==> src/rtl/viol_reset_seq_if.sv <==
// Bundle between the security monitors / CPU side and the violation reset sequencer.
// The master drives pc, requests and acknowledge; the slave returns the reset and the cause log.
interface viol_reset_seq_if #(
  parameter int N_REQ = 4,
  parameter int IDX_W = 2
);
  logic [15:0]      pc;
  logic [N_REQ-1:0] req;
  logic             cause_ack;
  logic             sys_reset;
  logic             busy;
  logic [N_REQ-1:0] cause;
  logic             first_valid;
  logic [IDX_W-1:0] first_cause;
  logic [7:0]       viol_count;

  modport master (
    output pc, req, cause_ack,
    input  sys_reset, busy, cause, first_valid, first_cause, viol_count
  );

  modport slave (
    input  pc, req, cause_ack,
    output sys_reset, busy, cause, first_valid, first_cause, viol_count
  );
endinterface

==> src/rtl/viol_reset_seq.sv <==
// Merges monitor violation requests into one stretched system reset, keeps the monitors
// disarmed until the CPU reaches the reset handler, and logs the violation cause.
module viol_reset_seq #(
  parameter int          N_REQ         = 4,
  parameter int          HOLD_CYCLES   = 8,
  parameter int          CNT_W         = 4,
  parameter int          IDX_W         = 2,
  parameter logic [15:0] RESET_HANDLER = 16'hFFFE
) (
  input logic              clk,
  input logic              rst,
  viol_reset_seq_if.slave  bus
);

  typedef enum logic [1:0] {
    ARMED = 2'd0,
    HOLD  = 2'd1,
    WAIT  = 2'd2
  } state_t;

  localparam logic [CNT_W-1:0] CNT_LOAD = CNT_W'(HOLD_CYCLES - 1);

  state_t           r_state;
  state_t           w_next_state;
  logic [CNT_W-1:0] r_cnt;
  logic [CNT_W-1:0] w_next_cnt;
  logic             w_viol_inc;
  logic             w_any_req;
  logic             r_sys_reset;
  logic             r_busy;
  logic [N_REQ-1:0] r_cause;
  logic             r_first_valid;
  logic [IDX_W-1:0] r_first_cause;
  logic [7:0]       r_viol_count;

  // Bit 0 has the highest priority, so scan downwards and let the lowest set bit win.
  function automatic logic [IDX_W-1:0] lowest_idx(input logic [N_REQ-1:0] v);
    logic [IDX_W-1:0] idx;
    idx = {IDX_W{1'b0}};
    for (int i = N_REQ - 1; i >= 0; i--) begin
      if (v[i]) begin
        idx = IDX_W'(i);
      end else begin
        idx = idx;
      end
    end
    return idx;
  endfunction

  assign w_any_req = |bus.req;

  // Next-state and hold-counter logic.
  always_comb begin
    w_next_state = r_state;
    w_next_cnt   = r_cnt;
    w_viol_inc   = 1'b0;
    case (r_state)
      ARMED: begin
        if (w_any_req) begin
          w_next_state = HOLD;
          w_next_cnt   = CNT_LOAD;
          w_viol_inc   = 1'b1;
        end else begin
          w_next_state = ARMED;
        end
      end
      HOLD: begin
        if (r_cnt != {CNT_W{1'b0}}) begin
          w_next_cnt = r_cnt - {{(CNT_W-1){1'b0}}, 1'b1};
        end else if (!w_any_req) begin
          w_next_state = WAIT;
        end else begin
          // Stretch the reset while any monitor still requests.
          w_next_state = HOLD;
        end
      end
      WAIT: begin
        if (w_any_req) begin
          w_next_state = HOLD;
          w_next_cnt   = CNT_LOAD;
          w_viol_inc   = 1'b1;
        end else if (bus.pc == RESET_HANDLER) begin
          w_next_state = ARMED;
        end else begin
          w_next_state = WAIT;
        end
      end
      default: begin
        w_next_state = ARMED;
        w_next_cnt   = {CNT_W{1'b0}};
      end
    endcase
  end

  // State, counter and registered reset/busy outputs.
  always_ff @(posedge clk) begin
    if (rst) begin
      r_state     <= ARMED;
      r_cnt       <= {CNT_W{1'b0}};
      r_sys_reset <= 1'b0;
      r_busy      <= 1'b0;
    end else begin
      r_state     <= w_next_state;
      r_cnt       <= w_next_cnt;
      r_sys_reset <= (w_next_state == HOLD);
      r_busy      <= (w_next_state != ARMED);
    end
  end

  // Sticky cause log; a request arriving with the acknowledge survives the clear.
  always_ff @(posedge clk) begin
    if (rst) begin
      r_cause       <= {N_REQ{1'b0}};
      r_first_valid <= 1'b0;
      r_first_cause <= {IDX_W{1'b0}};
    end else begin
      r_cause <= (bus.cause_ack ? {N_REQ{1'b0}} : r_cause) | bus.req;
      if (w_any_req && (!r_first_valid || bus.cause_ack)) begin
        r_first_valid <= 1'b1;
        r_first_cause <= lowest_idx(bus.req);
      end else if (bus.cause_ack) begin
        r_first_valid <= 1'b0;
      end else begin
        r_first_valid <= r_first_valid;
      end
    end
  end

  // Saturating violation counter; only rst clears it.
  always_ff @(posedge clk) begin
    if (rst) begin
      r_viol_count <= 8'd0;
    end else if (w_viol_inc && (r_viol_count != 8'hFF)) begin
      r_viol_count <= r_viol_count + 8'd1;
    end else begin
      r_viol_count <= r_viol_count;
    end
  end

  assign bus.sys_reset   = r_sys_reset;
  assign bus.busy        = r_busy;
  assign bus.cause       = r_cause;
  assign bus.first_valid = r_first_valid;
  assign bus.first_cause = r_first_cause;
  assign bus.viol_count  = r_viol_count;

endmodule

==> src/flat_wrapper.sv <==
// flat-port wrapper written by rule: the top's interface ports become plain ports
module viol_reset_seq_flat 
#(
  parameter int          N_REQ         = 4,
  parameter int          HOLD_CYCLES   = 8,
  parameter int          CNT_W         = 4,
  parameter int          IDX_W         = 2,
  parameter logic [15:0] RESET_HANDLER = 16'hFFFE
)
  (clk, rst, bus_pc, bus_req, bus_cause_ack, bus_sys_reset, bus_busy, bus_cause, bus_first_valid, bus_first_cause, bus_viol_count);
  viol_reset_seq_if #(.N_REQ(N_REQ), .IDX_W(IDX_W)) bus_i ();
  input logic clk;
  input logic rst;
  input wire logic [$bits(bus_i.pc)-1:0] bus_pc;
  input wire logic [$bits(bus_i.req)-1:0] bus_req;
  input wire logic [$bits(bus_i.cause_ack)-1:0] bus_cause_ack;
  output wire logic [$bits(bus_i.sys_reset)-1:0] bus_sys_reset;
  output wire logic [$bits(bus_i.busy)-1:0] bus_busy;
  output wire logic [$bits(bus_i.cause)-1:0] bus_cause;
  output wire logic [$bits(bus_i.first_valid)-1:0] bus_first_valid;
  output wire logic [$bits(bus_i.first_cause)-1:0] bus_first_cause;
  output wire logic [$bits(bus_i.viol_count)-1:0] bus_viol_count;
  assign bus_i.pc = bus_pc;
  assign bus_i.req = bus_req;
  assign bus_i.cause_ack = bus_cause_ack;
  assign bus_sys_reset = bus_i.sys_reset;
  assign bus_busy = bus_i.busy;
  assign bus_cause = bus_i.cause;
  assign bus_first_valid = bus_i.first_valid;
  assign bus_first_cause = bus_i.first_cause;
  assign bus_viol_count = bus_i.viol_count;
  viol_reset_seq #(.N_REQ(N_REQ), .HOLD_CYCLES(HOLD_CYCLES), .CNT_W(CNT_W), .IDX_W(IDX_W), .RESET_HANDLER(RESET_HANDLER)) u_core (.clk(clk), .rst(rst), .bus(bus_i));
endmodule
==> config.mk <==
export PLATFORM = sky130hd
export DESIGN_NAME = viol_reset_seq_flat
export DESIGN_NICKNAME = d
export VERILOG_FILES = /design/src/rtl/viol_reset_seq_if.sv /design/src/rtl/viol_reset_seq.sv /design/src/flat_wrapper.sv
export SDC_FILE = /design/constraint.sdc
export NUM_CORES = 1
export LEC_CHECK = 0
export ABC_AREA = 0
export CELL_PAD_IN_SITES_DETAIL_PLACEMENT = 0
export CELL_PAD_IN_SITES_GLOBAL_PLACEMENT = 2
export CORE_MARGIN = 2
export CORE_UTILIZATION = 26
export DETAILED_ROUTE_END_ITERATION = 7
export GPL_TIMING_DRIVEN = 0
export HOLD_SLACK_MARGIN = 0.02
export PLACE_DENSITY = 0.87
export SETUP_SLACK_MARGIN = 0.2
export SLEW_MARGIN = 20
export SYNTH_ARGS = -nofsm -noshare
export SYNTH_HDL_FRONTEND = slang
export SYNTH_SLANG_ARGS = --single-unit
export TNS_END_PERCENT = 1
==> constraint.sdc <==
create_clock -name clk -period 3.2 [get_ports clk]
set_input_delay 0.64 -clock clk [delete_from_list [all_inputs] [get_ports clk]]
set_output_delay 0.64 -clock clk [all_outputs]
set_load 0.01 [all_outputs]
Word-level counts from Yosys, hierarchy flattened. Index checks and enable logic that the tools add are counted. W data, S select, Z words.

Register bits after elaboration: 23.

$add $sub $neg: 2. Bitwise logic cells: 1. Equal/unequal tests: 7. Mux-type cells: 18. Reductions and logical operators: 11.

Operators by type and width (number): $eq A16 B16 Y1 const B (1); $mux W2 (8); $mux W4 (3); $add A8 B1 Y8 const B (1); $ne A8 B8 Y1 const B (1); $pmux W4 S2 (1); $pmux W2 S3 (1); $mux W1 (5); $eq A2 B1 Y1 const B (2); $ne A2 B1 Y1 const B (2); $or A4 B4 Y4 (1); $reduce_bool A2 Y1 (2); $reduce_bool A4 Y1 (1); $reduce_or A4 Y1 (1); $sub A4 B1 Y4 const B (1); $eq A2 B2 Y1 const B (1); $logic_and A1 B1 Y1 (2); $logic_not A2 Y1 (1); $reduce_and A2 Y1 (1); $reduce_or A2 Y1 (1); $logic_not A1 Y1 (1); $logic_or A1 B1 Y1 (1).

Logic depth before layout (Yosys ltp). Gate-level depths: netlist (run 1).

Depth in word-level cells: 5. Gate-level depth with buffers: 6. Depth with buffers taken out: 6.

Least setup slack after synthesis (run 1). OpenSTA, ideal clock, no wires.

Kind: input-to-reg. Start: input bus_req[1]. End: register u_core.r_viol_count[1], in the netlist u_core.bus.viol_count[1]. Cell stages on the path: 5. Arrival: 1655 ps. Required time: 3072 ps. Path slack: 1418 ps. Buffers on the path: 1. Cells stage by stage: or4_4 o211ai_2 buf_6 mux2i_1 nor2_1.

Word-level cells in the longest chain between the ends: 4.

Ends and longest elaborated chain: start: declaration (RTL line flat_wrapper.sv:15) `input wire logic [$bits(bus_i.req)-1:0] bus_req;`; $reduce_or A4 Y1 (RTL line viol_reset_seq.sv:50) `assign w_any_req = |bus.req;`; $mux W1 (RTL line viol_reset_seq.sv:59, viol_reset_seq.sv:78); $mux W1; $logic_and A1 B1 Y1 (RTL line viol_reset_seq.sv:133) `end else if (w_viol_inc && (r_viol_count != 8'hFF)) begin`; end signal: assignment (RTL line viol_reset_seq.sv:134) `r_viol_count <= r_viol_count + 8'd1;`; end signal: assignment (RTL line viol_reset_seq.sv:136) `r_viol_count <= r_viol_count;`; end: declaration (RTL line viol_reset_seq.sv:34) `logic [7:0] r_viol_count;`.

No other way between the ends. A chain may end at the register's enable or synchronous reset.

Final worst setup path (run 1).
Start: input bus_req[1]. End: register u_core.r_state[1].

Word-level cells in the longest chain between the ends: 4. Elaborated cells between the ends (all ways): 5.

Ends and longest elaborated chain: $reduce_or A4 Y1 * (RTL line viol_reset_seq.sv:50); $mux W2 (RTL line viol_reset_seq.sv:70) `end else if (!w_any_req) begin`; $mux W2 (RTL line viol_reset_seq.sv:68) `if (r_cnt != {CNT_W{1'b0}}) begin`; $pmux W2 S3 * (RTL line viol_reset_seq.sv:57) `case (r_state)`; end signal: assignment (RTL line viol_reset_seq.sv:103) `r_state <= w_next_state;`; end: declaration (RTL line viol_reset_seq.sv:23) `state_t r_state;`.

Mark *: on every way between the ends. The rest lies on a longest branch, timed or not.

==> flow_summary.yaml, run 1 <==
synth:
  synth_compound_area_share_pct: 18.0
  synthAdderAreaFrac_pct: 3.55
  synth_top_area_share_pct: 43.6
  synth_top_cell_by_area: "dfxtp_1"
  ys_ff_latch: 23
  syn_area_um2: 1060
  yosysWarnings: 0
  synth_edf_count: 0
  synth_cells: 125
  synthXorXnorAreaFrac_pct: 0.828
  ys_seq_area_share_pct: 43.6
  synth_top_family_by_area: "simple AND/OR/NAND/NOR gates"
  ys_async_sr_fraction_pct: 0
  syn_area_per_cell_um2: 8.46
  synthTopCellsByArea: "dfxtp_1 44%, a21oi_1 9.0%, nor2_1 5.3%"
  synth_nets: 151
  synthMuxAreaShare_pct: 0.947
  ys_types: 32
  yosys.area_share.simple_pct: 29.2
  synth_ff_type: "dfxtp_1"
  synth_top_cells_by_count: "23 x dfxtp_1, 19 x a21oi_1, 15 x nor2_1"
  yosysMostFrequentCell: "dfxtp_1"
clock_tree:
  htreeDepth: 1
  clockRootBuffer: "clkbuf_8"
  path_clk_slew_ns: 0.08
  cts_sinks: 23
  post_cts_buffers: 0
  numCtsBuffers: 3
  clockBufferDepth: 2
  tritoncts: "done"
  clk_latency_ns: 0.26
  cts-resized-gates: 0
  cts_hold_buf: 0
finish:
  area_growth_pct: 47.2
  fillCellCount: 378
  final_cells: 218
  design_area_um2: 1560
  final_layout_size_suffix_gt1_share_pct: 5.36
  diodes: 0
  final_nets: 195
critical_path:
  required_ns: 3.41
  cp-start-kind: "input port"
  slowest_stage: "nor4_2"
  worstSetupEndpointType: "flop"
  critPathMaxFanout: 6
  path_cells: "clkdlybuf4s50_1, nor4_2, nand2_1, nor3b_1, o21a_1"
  max_stage_delay_ns: 0.53
  worstSetupPathType: "in2reg"
  crit_arrival_ns: 2.36
sta:
  relSlewSlack_pct: 64.9
  finClkSkew_ns: 0.00645
  rsz0062_at_grt: "false"
  slew_violations: 0
  hold_viol_final: 0
  fin_tns_setup_ns: 0
  worstMarginPinSlew_ns: 0.527
  fmax_mhz: 465
  finalCritPeriodShare_pct: 67.2
  setup_viol: 0
  fin_crit_ns: 2.15
drt:
  num_vias: 1065
  post_drt_wl_per_cell_um: 11.9
  vias_per_cell: 4.89
  first_pass_iters: 4
  wirelength_um: 2590
  drtAntennaViolNets: 0
  dr.first_iter.drc_count: 45
  remaining_drc_errors: 0
floorplanning:
  start_util_pct: 26.8
  fp.dieH_um: 67.8
  coreArea_um2: 3940
  dieArea_um2: 4590
  num_io_pins: 40
  rows: 23
  die_w_um: 67.8
status:
  status: "complete, no violations"
placed_design:
  gp_congestion: 0.763
  dp.cells: 214
  port-buffer-count: 39
  place_hpwl_um: 2050
  placed_area_um2: 1510
run:
  drv_cap: 0
power_and_ir_drop:
  power_density_nw_per_um2: 397
  power_uw: 618
  vdd_drop_max_mv: 0.336
  p_leak_nw: 0.544
hold_path:
  hp-class: "reg2reg"
grt:
  antenna_found_initial: 0
  grt_max_degree: 14
  grt_pass1_vias: 1064
  grt_usage_pct: 12.7
  overflow: 0
  grt_pass1_wl_um: 4510
[final timing paths]
check	startpoint	endpoint	slack, ns	cells after the start
max	bus_req[1]	u_core.r_state[1]	1.05	5
max reg2reg	u_core.r_cnt[0]	u_core.r_cnt[3]	1.38	6
min	u_core.bus.first_cause[0]	u_core.bus.first_cause[0]	0.49	2
min reg2reg	u_core.bus.first_cause[0]	u_core.bus.first_cause[0]	0.49	2
[worst max-delay path, delay by kind of cell]
kind,cells,cell delay (ns)
simple gates,3,1.06
compound gates,1,0.17
buf+inv,1,0.49
[cell type report]
class / instances / area, µm² / share of cell area (%)
timing repair buffer: 39 / 390 / 25.1
multi-input combinational: 93 / 556 / 35.7
clock inverter: 1 / 5.00 / 0.322
tap: 50 / 62.6 / 4.02
inverter: 6 / 22.5 / 1.45
buffer: 3 / 18.8 / 1.21
sequential: 23 / 460 / 29.6
clock buffer: 3 / 41.3 / 2.65
[report_power, final]
group / internal (mW) / total, mW / switching, mW
registers: 0.303 / 0.317 / 0.0140
logic: 0.0687 / 0.122 / 0.0536
clock network: 0.0868 / 0.179 / 0.0920
total: 0.459 / 0.618 / 0.160
[per-stage QoR]
step / setup slack, ns / util (%) / hold slack [ns]
floorplan: 1.42 / - / 0.496
global placement: 0.758 / 38.3 / 0.471
detailed placement: 0.760 / 38.3 / 0.477
CTS: 1.05 / 39.5 / 0.491
global route: 0.885 / 39.5 / 0.529
finish: 1.05 / 39.5 / 0.486
[cells by family after synthesis]
family	Yosys count
and+or+nand+nor	55
AOI/OAI and AO/OA	33
DFF	23
adders and majority gates	3
xor gates and xnor gates	1
muxes	1
buffers and inverters	9
[metal layers]
metal / GRT usage (%) / wire length [µm] / part of all wire (%) / up-vias
li1: - / - / - / 543
met1: 15.1 / 1170 / 45 / 487
met2: 22.7 / 1260 / 49 / 33
met3: 3.83 / 142 / 5.5 / 2
met4: 2.00 / 12 / 0.46 / 0
met5: 0 / 0 / 0 / -
[layout by cell type (no fill, tap or decap), types with 2 or more instances in the layout]
cell             Yosys  layout
clkbuf_1             2       2
clkdlybuf4s50_1      0      39
o31ai_1              3       3
nor2_1              15      15
dfxtp_1             23      23
clkbuf_8             0       3
inv_1                5       5
nand3_1              6       6
a21oi_1             19      19
nand2_1              4       4
nor3_1               4       4
nor2b_1              2       2
nand4_1              4       4
nor3b_1              2       2
ha_1                 3       3
nand2b_1             2       2
and2_1               2       2
o21ai_0              2       2
o21ai_1              4       4
or4_1                5       5
o21a_1               2       2
or3_1                4       4
[state kept, by name, indices dropped and copies added, names as in the netlist]
name / cells
u_core.r_cnt: 4
u_core.r_state: 2
u_core.bus.cause: 4
u_core.bus.viol_count: 8
u_core.bus.first_valid: 1
u_core.bus.busy: 1
u_core.bus.first_cause: 2
u_core.bus.sys_reset: 1
Power figures use the tool's default switching activity.
==> run 2, diff against run 1 <==
--- a/config.mk
+++ b/config.mk
@@ -9,11 +9,11 @@
 export CELL_PAD_IN_SITES_DETAIL_PLACEMENT = 0
 export CELL_PAD_IN_SITES_GLOBAL_PLACEMENT = 2
 export CORE_MARGIN = 2
-export CORE_UTILIZATION = 26
+export CORE_UTILIZATION = 24
 export DETAILED_ROUTE_END_ITERATION = 7
 export GPL_TIMING_DRIVEN = 0
 export HOLD_SLACK_MARGIN = 0.02
-export PLACE_DENSITY = 0.87
+export PLACE_DENSITY = 0.81
 export SETUP_SLACK_MARGIN = 0.2
 export SLEW_MARGIN = 20
 export SYNTH_ARGS = -nofsm -noshare
==> constraint.sdc (replaced) <==
create_clock -name clk -period 2 [get_ports clk]
set_input_delay 0.4 -clock clk [delete_from_list [all_inputs] [get_ports clk]]
set_output_delay 0.4 -clock clk [all_outputs]
set_load 0.01 [all_outputs]
==> flow_summary.yaml, run 2 (same netlist as run 1, synthesis figures left out) <==
finish:
  mostFrequentLayoutCells: "35 x clkdlybuf4s50_1, 21 x dfxtp_1, 19 x a21oi_1"
  area_growth_pct: 52.5
  final_nets: 198
  largest_register_ffs: 8
  final_layout_size_suffix_gt1_share_pct: 10.5
  final_util_pct: 37.6
  final_common_cell: "clkdlybuf4s50_1"
  diodes: 0
placed_design:
  place_hpwl_um: 2180
  port-buffer-count: 39
  gp_congestion: 0.717
grt:
  grt_usage_pct: 11.9
  grt_pass1_wl_um: 4790
  grt_max_degree: 13
  grt_pass1_vias: 1106
  overflow: 0
  antenna_found_initial: 0
drt:
  drtAntennaViolNets: 0
  wirelength_um: 2920
  post_drt_wl_per_cell_um: 13.1
  dr.first_iter.drc_count: 33
  first_pass_iters: 4
  num_vias: 1071
  vias_per_cell: 4.80
  remaining_drc_errors: 0
power_and_ir_drop:
  vdd_drop_max_mv: 0.196
  p_leak_nw: 0.576
  power_density_nw_per_um2: 638
sta:
  hold-worst-slack_ns: 0.508
  finalCritPeriodShare_pct: 92.6
  worstMarginPinSlew_ns: 0.534
  fin_crit_ns: 1.85
  finClkSkew_ns: 0.00245
  slew_violations: 0
  rsz0062_at_grt: "true"
  setup_viol: 0
  relSlewSlack_pct: 64.4
  fmax_mhz: 540
  hold_viol_final: 0
clock_tree:
  clockBufferDepth: 2
  clk_latency_ns: 0.26
  clockRootBuffer: "clkbuf_8"
  tritoncts: "done"
  numCtsBuffers: 3
  cts_hold_buf: 0
  path_clk_slew_ns: 0.09
  cts_sinks: 23
  htreeDepth: 1
critical_path:
  worstSetupPathType: "reg2reg"
  critPathMaxFanout: 4
  crit_arrival_ns: 2.05
  cp-start-kind: "flop"
  worstSetupEndpointType: "flop"
  required_ns: 2.19
run:
  drv_cap: 0
floorplanning:
  rows: 24
  start_util_pct: 24.6
  coreArea_um2: 4290
  dieArea_um2: 4950
  num_io_pins: 40
  fp.dieH_um: 70.4
  die_w_um: 70.4
hold_path:
  hp-class: "reg2reg"
status:
  status: "complete, no violations"
run 2: cell type report:
type,count,area [µm²]
flip-flops and latches,23,463
clock buffers,4,45.0
plain buffers,3,18.8
multi-input cells,93,587
inverters,6,22.5
repair buffers,42,412
fillers,453,2680
well taps,52,65.1
run 2: repair_timing:
| action | CTS | global route |
|---|---|---|
| setup buffers | 0 | 3 |
| gates resized for setup | 5 | 8 |
| endpoints found under the setup margin | 12 | 11 |
| pin swaps | 0 | 3 |
run 2: power breakdown:
group | internal, mW | switching (mW)
Combinational | 0.126 | 0.0935
Sequential | 0.486 | 0.0265
Clock | 0.142 | 0.154
Total | 0.754 | 0.274
run 2: per-layer routing:
metal / vias to the layer above / GRT usage, % / share of wire, %
met3: 2 / 1.44 / 2.7
met2: 20 / 21.3 / 51
li1: 550 / - / -
met4: 0 / 6.20 / 1.2
met1: 499 / 13.6 / 45
met5: - / 0 / 0
run 2: path summary, 6_finish.rpt:
kind / startpoint / to / slack [ns] / depth (start not counted)
max: u_core.r_cnt[0] / u_core.r_cnt[3] / 0.15 / 6
min: u_core.bus.cause[1] / u_core.bus.cause[1] / 0.51 / 2
max reg2reg: u_core.r_cnt[0] / u_core.r_cnt[3] / 0.15 / 6
min reg2reg: u_core.bus.cause[1] / u_core.bus.cause[1] / 0.51 / 2
run 2: stage by stage:
stage / cell area [µm²] / TNS [ns] / total power, mW / worst slack, ns / instances
floorplan: 1060 / 0 / 0.610 / 0.329 / 125
global placement: 1510 / -1.34 / 0.710 / -0.187 / 216
detailed placement: 1510 / -1.79 / 0.716 / -0.254 / 216
CTS: 1560 / 0 / 1.01 / 0.172 / 220
global route: 1610 / 0 / 1.08 / 0.0705 / 223
finish: 1610 / 0 / 1.03 / 0.149 / 223
run 2: worst max-delay path: stages, from the launching register on:
cell and delay (ns):
dfxtp_2 0.37, inv_2 0.05, ha_2 0.18, nor3b_4 0.16, or4_4 0.53, or3_4 0.34, a31oi_1 0.15
